## config.mk

```make
export PLATFORM = sky130hd
export DESIGN_NAME = vga_pixel_double_buffer
export DESIGN_NICKNAME = d
export VERILOG_FILES = /design/src/rtl/vga_pixel_double_buffer.sv
export SDC_FILE = /design/constraint.sdc
export NUM_CORES = 1
export LEC_CHECK = 0
export BUFFER_PORTS_ARGS = -buffer_cell sky130_fd_sc_hd__buf_2
export CORE_UTILIZATION = 55
export CTS_CLUSTER_SIZE = 30
export DETAILED_ROUTE_END_ITERATION = 6
export PLACE_DENSITY = 0.75
export SLEW_MARGIN = 10
export SYNTH_ARGS = -nofsm -noshare
export SYNTH_HDL_FRONTEND = slang
export SYNTH_SLANG_ARGS = --single-unit
```

## constraint.sdc

```tcl
create_clock -name clk -period 2.3 [get_ports clk]
set_clock_uncertainty 0.1 [all_clocks]
set_input_delay 0.46 -clock clk [delete_from_list [all_inputs] [get_ports clk]]
set_output_delay 0.46 -clock clk [all_outputs]
set_load 0.02 [all_outputs]
```

## src/rtl/vga_pixel_double_buffer.sv

```systemverilog
// vga_pixel_double_buffer
//   Ping-pong line-fragment store between the VGA bus-fetch FSM and the
//   colour/DAC output stage. Burst words are written into one bank while the
//   display reads pixels (one byte per pixel) from the other through a
//   single output register. Each bank carries a fill flag. An unfilled read
//   bank produces BLANK_COLOR and counts as an underrun.
//
// Ports
//   clk, reset        system clock, synchronous active-high reset
//   bus_in            burst data word (two 8-bit pixels)
//   buf0_we/buf1_we   write bus_in into bank 0/1 at buf_write_addr
//   buf_write_addr    word address for writes
//   buf_sel           bank the display reads
//   buf_read_addr     word address for display reads
//   buf_byte_sel      1 = high byte (even pixel), 0 = low byte
//   vga_output_valid  display is in the active region
//   underrun_clr      clears underrun_count and underrun_flag
//   pixel_out         registered pixel colour
//   pixel_valid       registered copy of vga_output_valid
//   bank_full         per-bank fill status, bit n = bank n
//   underrun_flag     sticky underrun indicator
//   underrun_count    saturating underrun counter
module vga_pixel_double_buffer #(
    parameter int          DEPTH       = 8,
    parameter int          AW          = 3,
    parameter int          DW          = 16,
    parameter logic [7:0]  BLANK_COLOR = 8'h00
) (
    input  logic          clk,
    input  logic          reset,
    input  logic [DW-1:0] bus_in,
    input  logic          buf0_we,
    input  logic          buf1_we,
    input  logic [AW-1:0] buf_write_addr,
    input  logic          buf_sel,
    input  logic [AW-1:0] buf_read_addr,
    input  logic          buf_byte_sel,
    input  logic          vga_output_valid,
    input  logic          underrun_clr,
    output logic [7:0]    pixel_out,
    output logic          pixel_valid,
    output logic [1:0]    bank_full,
    output logic          underrun_flag,
    output logic [15:0]   underrun_count
);

    logic [DW-1:0] r_bank0 [DEPTH];
    logic [DW-1:0] r_bank1 [DEPTH];

    logic          r_sel_q;
    logic [1:0]    r_bank_full;
    logic [7:0]    r_pixel;
    logic          r_pixel_valid;
    logic          r_underrun_flag;
    logic [15:0]   r_underrun_count;

    logic [DW-1:0] w_rd_word;
    logic [7:0]    w_rd_byte;
    logic          w_full_sel;
    logic          w_underrun;
    logic [1:0]    w_set;
    logic [1:0]    w_leave;
    logic [1:0]    w_full_next;

    // Bank storage: no reset on contents; reset still blocks writes.
    always_ff @(posedge clk) begin
        if (!reset) begin
            if (buf0_we) r_bank0[buf_write_addr] <= bus_in;
            if (buf1_we) r_bank1[buf_write_addr] <= bus_in;
        end
    end

    // Asynchronous read of the selected bank; the array update is registered,
    // so a same-address write in this cycle is not yet visible (read-first).
    always_comb begin
        w_rd_word = '0;
        if (buf_sel) w_rd_word = r_bank1[buf_read_addr];
        else         w_rd_word = r_bank0[buf_read_addr];
    end

    assign w_rd_byte  = buf_byte_sel ? w_rd_word[15:8] : w_rd_word[7:0];
    assign w_full_sel = r_bank_full[buf_sel];
    assign w_underrun = vga_output_valid && !w_full_sel;

    // Fill flags: a write to the last word sets, leaving the bank clears,
    // and set wins when both happen in one cycle.
    always_comb begin
        w_set       = '0;
        w_leave     = '0;
        w_set[0]    = buf0_we && (buf_write_addr == AW'(DEPTH - 1));
        w_set[1]    = buf1_we && (buf_write_addr == AW'(DEPTH - 1));
        w_leave[0]  = !r_sel_q &&  buf_sel;
        w_leave[1]  =  r_sel_q && !buf_sel;
        w_full_next = w_set | (r_bank_full & ~w_leave);
    end

    always_ff @(posedge clk) begin
        if (reset) begin
            r_sel_q       <= 1'b0;
            r_bank_full   <= '0;
            r_pixel       <= '0;
            r_pixel_valid <= 1'b0;
        end else begin
            r_sel_q       <= buf_sel;
            r_bank_full   <= w_full_next;
            r_pixel_valid <= vga_output_valid;
            if (!vga_output_valid) r_pixel <= '0;
            else if (w_full_sel)   r_pixel <= w_rd_byte;
            else                   r_pixel <= BLANK_COLOR;
        end
    end

    // Underrun bookkeeping: clear beats increment, counter saturates.
    always_ff @(posedge clk) begin
        if (reset) begin
            r_underrun_flag  <= 1'b0;
            r_underrun_count <= '0;
        end else if (underrun_clr) begin
            r_underrun_flag  <= 1'b0;
            r_underrun_count <= '0;
        end else if (w_underrun) begin
            r_underrun_flag <= 1'b1;
            if (r_underrun_count != '1) r_underrun_count <= r_underrun_count + 16'd1;
        end
    end

    assign pixel_out      = r_pixel;
    assign pixel_valid    = r_pixel_valid;
    assign bank_full      = r_bank_full;
    assign underrun_flag  = r_underrun_flag;
    assign underrun_count = r_underrun_count;

endmodule

```

After elaboration in Yosys (flattened, before gate mapping):

Memory sizes are Yosys's and may differ from the RTL's.
Index checks and enable logic that the tools add are counted.

* register bits after elaboration: 29
* bits in writable memories: 256
* bits of input ports: 30
* output and inout bits: 28
* logic and storage cells: 38
* memories: 2

Memories
* r_bank0: depth 8, bits a word 16, read ports 1, clocked after memory_dff 0, wr ports 1, RTL line 47 `logic [DW-1:0] r_bank0 [DEPTH];`
* r_bank1: depth 8, bits a word 16, read ports 1, clocked after memory_dff 0, wr ports 1, RTL line 48 `logic [DW-1:0] r_bank1 [DEPTH];`

* $add $sub $neg: 1
* magnitude comparators: 1
* equal/unequal tests: 2
* mux-type cells: 10
* bitwise logic cells: 5
* reductions and logical operators: 11

Operator list (count)
* $add 16x1->16 const B: 1
* $mux 16: 1
* $ne 16x16->1 const B: 1
* $mux 1: 8
* $mux 8: 1
* $logic_and 1x1->1: 5
* $eq 3x3->1 const B: 1
* $logic_not 1->1: 3
* $reduce_or 3->1: 1
* $and 2x2->2: 1
* $lt 1x2->1 const B: 1
* $not 1->1: 2
* $not 2->2: 1
* $or 2x2->2: 1
* $reduce_and 2->1: 1
* $reduce_or 2->1: 1

Logic depth before layout (Yosys ltp):

* depth after elaboration: 5
* depth in mapped cells: 8
* mapped depth without buffers: 6

Worst setup path before layout:

Ideal clock, no wire load.

* path kind: input to register
* start: input port buf_write_addr[2]
* end: memory r_bank0[4][0] (enable)
* data arrival time: 1.862 ns
* data required time: 1.791 ns
* slack: -0.071 ns
* cell stages on the path: 3
* path buffers: 0
* path through: nor2b_1 nand2_1 nor3_1

RTL lines
* from (decl): RTL line 34 `input logic [AW-1:0] buf_write_addr,`
* to (decl): RTL line 47

No word-level cell before the write port.

Worst setup path in the final report:

* start: register r_underrun_count[0] (netlist: underrun_count[0])
* end: register r_underrun_count[4] (netlist: underrun_count[4])

* cells in the longest elaborated chain, start to end: 2
* elaborated cells between the ends (all ways): 3
* classes of those cells: add/sub: 1; eq/ne: 1; reduce/logical: 1

Ends and longest elaborated chain
* from (decl): RTL line 55 `logic [15:0] r_underrun_count;`
* from (signal assigned): RTL line 123 `if (r_underrun_count != '1) r_underrun_count <= r_underrun_count + 16'd1;`
* parallel branches: the longest is 2 deep, another holds $add 16x1->16

Parallel ways; which one is timed is not known.
A chain may end at the register's enable or synchronous reset.

==> metrics.md <==
| Metric | Value |
|---|---|
| Outcome | completed |
| Post-Place Cell Area | 11900 um^2 |
| Crit start category | register |
| Die W | 144 um |
| Hold_ws | 0.0770 ns |
| Htree depth | 1 |
| Starting Density | 56.5% |
| PortBufs | 57 |
| Yosys reg bits | 285 |
| Synth unique cells | 43 |
| Post-Syn Instances | 547 |
| Max IR drop VDD | 0.534 mV |
| Vias in the first global route | 5756 |
| GR Util All Layers | 23.4% |
| Layout Nets | 669 |
| Hold Crit Class | primary input to register |
| Fin crit share | 87.7% |
| Clk sinks | 285 |
| Yosys Warn Count | 0 |
| Grt ovf | 0 |
| Most frequent cells after synthesis | 256 x edfxtp_1, 64 x mux4_2, 41 x nor2_1, 29 x dfxtp_1, 26 x mux2i_1 |
| Largest net degree at the start of global routing | 30 |
| Syn Nets | 578 |
| Root Driver | clkbuf_16 |
| Detail Route Antenna Nets | 0 |
| Top cell type's share of synthesized area | 69.4% |
| Hold depth | 2 |
| CTS buffer count | 28 |
| Final Hold Vio Count | 0 |
| Top cells by area, synth | edfxtp_1 69%, mux4_2 13%, dfxtp_1 5.2% |
| Share of cells above drive strength 1 | 32.3% |
| Clock transition at the registers of the reported paths | 0.06 ns |
| Routability cong. | 0.798 |
| CP max FO | 8 |
| Ys flop type | edfxtp_1 |
| P_leak | 4.25 nW |
| Mapped Area | 11100 um^2 |
| WP data arrival | 2.33 ns |
| Post-CTS Resized | 0 |
| Tmin final | 2.02 ns |
| DR vias/cell | 6.08 |
| Worst setup EP type | register |
| Setup violations, final | 0 |
| Pwr dens | 834 nW/um^2 |
| Fmax | 496 MHz |
| Die Span Y | 144 um |
| Routed WL | 22.8 mm |
| Vias | 5625 |
| Async set-reset flop share out of synthesis | 0% |
| Worst EP required | 2.61 ns |
| Post-CTS Setup Bufs | 0 |
| Initial antenna violation count | 1 |
| Post-detail-place hpwl | 12.8 mm |
| Worst Reg-to-Reg Cells | 6 |
| Sequential area share after synthesis | 74.7% |
| Worst-margin pin slew | 0.910 ns |
| EDFF count, synth | 256 |
| Clock tree buffer depth | 3 |
| Design area | 12800 um^2 |
| RSZ-0062 raised after global routing | no |
| Cts hold-fix bufs | 0 |
| Pins over their slew limit | 0 |
| Top-count cell post-synth | edfxtp_1 |
| Core footprint | 19600 um^2 |
| Overall Power | 10.7 mW |
| CP Class | register to register |
| Area grow syn2layout | 16.0% |
| 1st-iter DRT viols | 498 |
| First-pass GRT wire length | 34.2 mm |
| Row count | 51 |
| Fin Setup TNS | 0 ns |
| # IOs | 58 |
| Synthesized area per cell | 20.2 um^2 |
| Mean routed wirelength per cell | 24.7 um |
| DRC | 0 |
| DIE AREA | 20700 um^2 |
| # fillers | 1293 |
| Antenna cells | 0 |
| DRT Pass-1 Iters | 5 |
| Final std cells w/o fill | 925 |
| Max-Slew Margin vs Limit | 39.2% |
| Placed cell count | 873 |
| Synth area leader | edfxtp_1 |
| Clk_lat worst skew | 0.54 ns |
| CTS tree | yes |
| MaxCap Viol Count | 0 |
metrics by stage:
step	util, %	setup slack (ns)
4_1_cts	65.5	0.295
3_3_place_gp	61.0	-0.0168
5_1_grt	65.5	0.120
3_5_place_dp	61.0	-0.0359
6_report	65.5	0.284
2_1_floorplan	-	0.273
flip-flops by register name, indices dropped and copies added (netlist names):
| signal | count |
|---|---|
| r_bank0 | 128 |
| r_bank1 | 128 |
| underrun_count | 16 |
| pixel_out | 8 |
| bank_full | 2 |
| pixel_valid | 1 |
| r_sel_q | 1 |
| underrun_flag | 1 |
path summary, 6_finish.rpt:
path / start / to / slack [ns]
max: underrun_count[0] / underrun_count[4] / 0.28
min reg2reg: underrun_flag / underrun_flag / 0.39
min: reset / r_sel_q / 0.08
max reg2reg: underrun_count[0] / underrun_count[4] / 0.28
critical path: stages (launching register included):
cell and delay [ns]:
dfxtp_1 0.45, ha_1 0.23, nand3_1 0.20, nor3_2 0.49, a211oi_1 0.20, xnor2_1 0.18, nor2_1 0.05
report_power, final:
part / internal [mW] / switching [mW]
clock network: 2.61 / 1.81
registers: 5.74 / 0.0284
logic: 0.234 / 0.295
total: 8.58 / 2.13
per-layer routing:
metal,track usage (%),up-vias,part of all wire (%)
met1,31.0,2872,40
met3,3.67,43,7.4
li1,-,2432,-
met5,0,-,0.057
met2,39.7,276,50
met4,7.84,2,2.8
cells in the final DEF (no fill, tap or decap), types with 7 or more instances in the layout:
master and instances:
edfxtp_1 256, mux4_2 64, buf_2 56, nor2_1 30
dfxtp_1 29, clkbuf_16 28, mux2i_1 26, buf_4 17
buf_12 13, nor2_2 11, a21oi_1 11, nand2_1 10
xnor2_1 10, a221o_1 8, clkinv_2 7, clkbuf_1 7
layout make-up:
| cell class | count | area [um^2] | area share [%] |
|---|---|---|---|
| clock inverter | 16 | 160 | 1.25 |
| clock buffer | 36 | 741 | 5.77 |
| multi-input combinational | 237 | 2670 | 20.8 |
| sequential | 285 | 8270 | 64.4 |
| tap | 265 | 332 | 2.58 |
| timing repair buffer | 86 | 668 | 5.20 |
kinds of logic (layout without fill, tap and decap cells):
logic type	Yosys count	after routing	share of synthesized area [%]
flops	285	285	74.7
simple gates	95	95	4.41
mux	92	92	15.7
compound gates	36	36	2.49
buf+inv	25	138	1.60
xor+xnor	13	13	1.03
fa+ha+maj	1	1	0.113
(Power assumes the default switching activity.)
